--- src/rtl/hazard_unit.sv ---
// hazard_unit: forwarding selects, load-use/redirect hazards and data-memory
// handshake stalls for the five-stage core, with a saturating stall counter.
module hazard_unit (
   input  logic        clk,
   input  logic        reset,
   input  logic [4:0]  Rs1D,
   input  logic [4:0]  Rs2D,
   input  logic [4:0]  RdD,
   input  logic [2:0]  ResultSrcE,
   input  logic [1:0]  PCSrcE,
   input  logic        RegWriteM,
   input  logic        RegWriteW,
   input  logic        MemAccessM,
   input  logic        DMemReadyM,
   output logic        DMemReqM,
   output logic        StallF,
   output logic        StallD,
   output logic        StallE,
   output logic        StallM,
   output logic        StallW,
   output logic        FlushD,
   output logic        FlushE,
   output logic [1:0]  ForwardAE,
   output logic [1:0]  ForwardBE,
   output logic [15:0] StallCount
);
   typedef enum logic {S_RUN, S_WAIT} state_t;
   state_t state, state_nx;
   logic [4:0] Rs1E, Rs2E, RdE, RdM, RdW;
   logic lw_stall, mem_stall, redirect;
   always_comb begin
      lw_stall  = ResultSrcE == 3'b001 && RdE != 5'd0 && (RdE == Rs1D || RdE == Rs2D);
      redirect  = PCSrcE[0];
      mem_stall = !DMemReadyM && (state == S_WAIT || MemAccessM);
      state_nx  = mem_stall ? S_WAIT : S_RUN;
      DMemReqM  = state == S_RUN && MemAccessM;
      // a memory stall freezes everything, so pending flushes wait for it to clear
      StallF    = mem_stall || lw_stall;
      StallD    = StallF;
      StallE    = mem_stall;
      StallM    = mem_stall;
      StallW    = mem_stall;
      FlushD    = !mem_stall && redirect;
      FlushE    = !mem_stall && (lw_stall || redirect);
      ForwardAE = Rs1E == 5'd0 ? 2'b00 :
                  RegWriteM && RdM == Rs1E ? 2'b10 :
                  RegWriteW && RdW == Rs1E ? 2'b01 : 2'b00;
      ForwardBE = Rs2E == 5'd0 ? 2'b00 :
                  RegWriteM && RdM == Rs2E ? 2'b10 :
                  RegWriteW && RdW == Rs2E ? 2'b01 : 2'b00;
   end
   always_ff @(posedge clk or negedge reset) begin
      if (!reset) begin
         {Rs1E, Rs2E, RdE, RdM, RdW} <= '0;
         state      <= S_RUN;
         StallCount <= '0;
      end else begin
         if (FlushE) {Rs1E, Rs2E, RdE} <= '0;
         else if (!StallE) {Rs1E, Rs2E, RdE} <= {Rs1D, Rs2D, RdD};
         if (!StallM) RdM <= RdE;
         if (!StallW) RdW <= RdM;
         state <= state_nx;
         if (StallF && StallCount != 16'hFFFF) StallCount <= StallCount + 16'd1;
      end
   end
endmodule

--- config.mk ---
export PLATFORM = sky130hd
export DESIGN_NAME = hazard_unit
export DESIGN_NICKNAME = d
export VERILOG_FILES = /design/src/rtl/hazard_unit.sv
export SDC_FILE = /design/constraint.sdc
export NUM_CORES = 1
export LEC_CHECK = 0
export ABC_AREA = 1
export BUFFER_PORTS_ARGS = -buffer_cell sky130_fd_sc_hd__buf_2
export CAP_MARGIN = 5
export CELL_PAD_IN_SITES_DETAIL_PLACEMENT = 1
export CELL_PAD_IN_SITES_GLOBAL_PLACEMENT = 2
export CORE_MARGIN = 4
export CORE_UTILIZATION = 30
export DETAILED_ROUTE_END_ITERATION = 7
export PLACE_DENSITY_LB_ADDON = 0.2
export SLEW_MARGIN = 20
export SYNTH_ARGS = -nofsm -noshare
export SYNTH_HDL_FRONTEND = slang
export SYNTH_SLANG_ARGS = --single-unit
--- constraint.sdc ---
create_clock -name clk -period 2.15 [get_ports clk]
set_input_delay 0.1075 -clock clk [delete_from_list [all_inputs] [get_ports clk]]
set_output_delay 0.1075 -clock clk [all_outputs]
set_load 0.03 [all_outputs]
==> impl_metrics.ini <==
[clock_tree]
clockRootBuffer = clkbuf_8
cts_tree = built
clkSlewWorstSetupHoldPaths_ns = 0.08
cts_buffer_depth = 2
htreeDepth = 2
clk_latency_ns = 0.30
cts_buffers = 5
clkSinkCount = 42

[worst_setup_path]
path_max_fanout = 27
crit_path_end_kind = primary output
cpMostUsedCell = nand2_1
arrival_ns = 1.79
slowest_stage = dfrtp_1
r2r_cells = 9
crit_chain = inv_1 -> nand2_1 -> nand2_1 -> nor2_1 -> nand3_1 -> nand2_1 -> nand2_1 -> nand2_1 -> buf_12 -> buf_2
worstPathRequired_ns = 2.04
crit_path_max_incr_delay_ns = 0.40
crit_type = flip-flop to primary output
r2r_slack_ns = 0.28
crit_buf_inv = 3
timing.rr.start = StallCount[0]$_DFFE_PN0P_
crit_family = simple AND/OR/NAND/NOR gates
startpoint_type = flip-flop
r2r-end = StallCount[2]$_DFFE_PN0P_

[power_and_ir_drop]
p_per_area_nw_per_um2 = 701
vdd_drop_max_mv = 0.268
power.leakage_nw = 1.57

[final_layout]
flow.area_growth_from_synthesis_pct = 19.4
utilization_pct = 37.5
nFillCells = 1013
diodes = 0
final_layout_size_suffix_gt1_share_pct = 18.9
nets = 418

[run_status]
outcome = complete, no violations

[sta]
finClkSkew_ns = 0.00767
fmax_mhz = 526
relSlewSlack_pct = 64.3
min_period_ns = 1.90
tns_ns = 0
worstMarginPinSlew_ns = 0.536
finalMaxSlewViolations = 0
rsz0062_at_grt = false
hold_viol_final = 0
setup_viol = 0
min_period_over_period_pct = 88.4

[die]
core_area_um2 = 7890
start_util_pct = 31.4
std_cell_rows = 32
die_h_um = 98.8
die_w_um = 98.8
dieArea_um2 = 9770
io_pins = 54

[routing]
vias_per_cell = 4.75
drt_first_pass_iters = 4
antenna_left = 0
wl_per_cell_um = 14.6
drt_wl_total_um = 7190
vias = 2340
drcViolationCount = 0
initialDrtViolationCount = 72

[global_routing]
grt_max_degree = 28
grt_pass1_wl_um = 12000
grt-ovfl-total = 0
antenna_found_initial = 0
track_usage_pct = 15.2
grt_pass1_vias = 2347

[worst_hold_path]
min_path_type = input port to flip-flop
min_to = RdE[0]$_DFFE_PN0P_
holdCritStartpoint = RdD[0]
hold_depth = 3

[placed_design]
io_buffers = 52
dp_hpwl_um = 5550
gp_congestion = 0.794

[synth]
synth_area_um2 = 2470
synth_commonest_cells = nand2_1, dfrtp_1, inv_1
synth_area_leaders = dfrtp_1, nand2_1, nand3_1
synth_ff_type = dfrtp_1
yosysSeqAreaShare_pct = 42.5
syn_area_per_cell_um2 = 7.39
synth_nets = 362
synth_edf_count = 0
synth_most_common_cell = nand2_1
yosys.area.top_type = dfrtp_1
syn_inst = 335
netlist.area_leader.share_pct = 42.5
ys_types = 28
async_reset_ff_share_pct = 100
synth-seq-cells = 42
yosys_warnings = 0

[job]
cap_violations = 0
==> worst reg2reg max path: cells and delay by family, from the launching register on <==
family,cells,cell delay [ns]
fa+ha+maj,1,0.24
buf+inv,1,0.24
flops,1,0.46
simple gates,7,0.83
==> cells in the final DEF (no fill, tap or decap) <==
cell / instances
a21oi_1: 2
nand2_4: 1
xor2_1: 11
o22ai_1: 18
nor4_1: 1
xnor2_1: 9
clkbuf_8: 5
nand4_1: 4
nand3_1: 29
nor3_1: 8
buf_2: 52
nor2_4: 2
o21ai_0: 14
nand4_4: 1
buf_4: 7
nor2_1: 25
nand2_2: 1
a221oi_1: 2
clkinv_1: 1
inv_2: 1
ha_1: 1
nand3_2: 1
nor2b_1: 2
nand2_1: 108
buf_12: 1
clkinv_2: 2
dfrtp_1: 42
dlygate4sd3_1: 1
a211oi_1: 1
inv_1: 38
==> power by group <==
part / switching, W / internal [W] / total (W)
logic: 0.000368 / 0.000198 / 0.000565
registers: 0.000122 / 0.000874 / 0.000996
clock network: 0.000291 / 0.000219 / 0.000510
total: 0.000781 / 0.00129 / 0.00207
==> worst max path at each step <==
stage                         startpoint                   endpoint  slack, ns  depth (start not counted)
2_1_floorplan  StallCount[0]$_DFFE_PN0P_  StallCount[2]$_DFFE_PN0P_       0.27                          9
3_3_place_gp   StallCount[1]$_DFFE_PN0P_  StallCount[4]$_DFFE_PN0P_       0.29                          9
3_5_place_dp   StallCount[0]$_DFFE_PN0P_  StallCount[8]$_DFFE_PN0P_       0.26                          9
4_1_cts               RdE[3]$_DFFE_PN0P_                     StallD       0.21                         10
5_1_grt               RdE[4]$_DFFE_PN0P_                     StallD       0.05                         10
6_report              RdE[3]$_DFFE_PN0P_                     StallD       0.25                         10
==> state kept, by name, summed over array words and instances, names as in the netlist <==
| signal | cells |
|---|---|
| Rs1E | 5 |
| Rs2E | 5 |
| RdM | 5 |
| RdE | 5 |
| state | 1 |
| RdW | 5 |
| StallCount | 16 |
==> cell families after synthesis <==
logic type | share of synthesized area, %
AND/OR/NAND/NOR | 32.3
buffers and inverters | 8.85
flip-flops | 42.5
AO/OA/AOI/OAI | 8.80
XOR/XNOR | 7.08
adder cells (fa/ha/maj) | 0.505
==> final cells by class <==
type	instances	area, µm²	share of cell area [%]
inverter	40	150	5.08
sequential	42	1050	35.6
tap	102	128	4.32
clock buffer	5	68.8	2.33
multi-input combinational	241	1200	40.8
timing repair buffer	61	343	11.6
clock inverter	2	10.0	0.339
==> routing by layer <==
| layer | global-route usage (%) | part of all wire (%) | vias up |
|---|---|---|---|
| met2 | 21.6 | 41 | 44 |
| met3 | 2.97 | 4.1 | 5 |
| met4 | 3.78 | 1.0 | 0 |
| li1 | - | - | 1182 |
| met1 | 23.4 | 54 | 1109 |
| met5 | 0 | 0 | - |
==> metrics by stage <==
step                power [W]  area, µm²  hold slack, ns  setup WS (ns)  cells
CTS                   0.00210       2960          0.0560          0.213    493
global placement      0.00157       2870           0.123          0.287    485
detailed placement    0.00159       2870           0.130          0.257    485
finish                0.00207       2960          0.0628          0.249    493
floorplan             0.00137       2470          -0.188          0.273    335
global route          0.00221       2960          0.0716         0.0493    493
==> timing repair <==
item | CTS | global route
endpoints found under the hold margin | 22 | 0
hold buffers | 1 | 0
buffers inserted | 0 | 0
gates resized for setup | 0 | 0
Power figures use the tool's default switching activity.
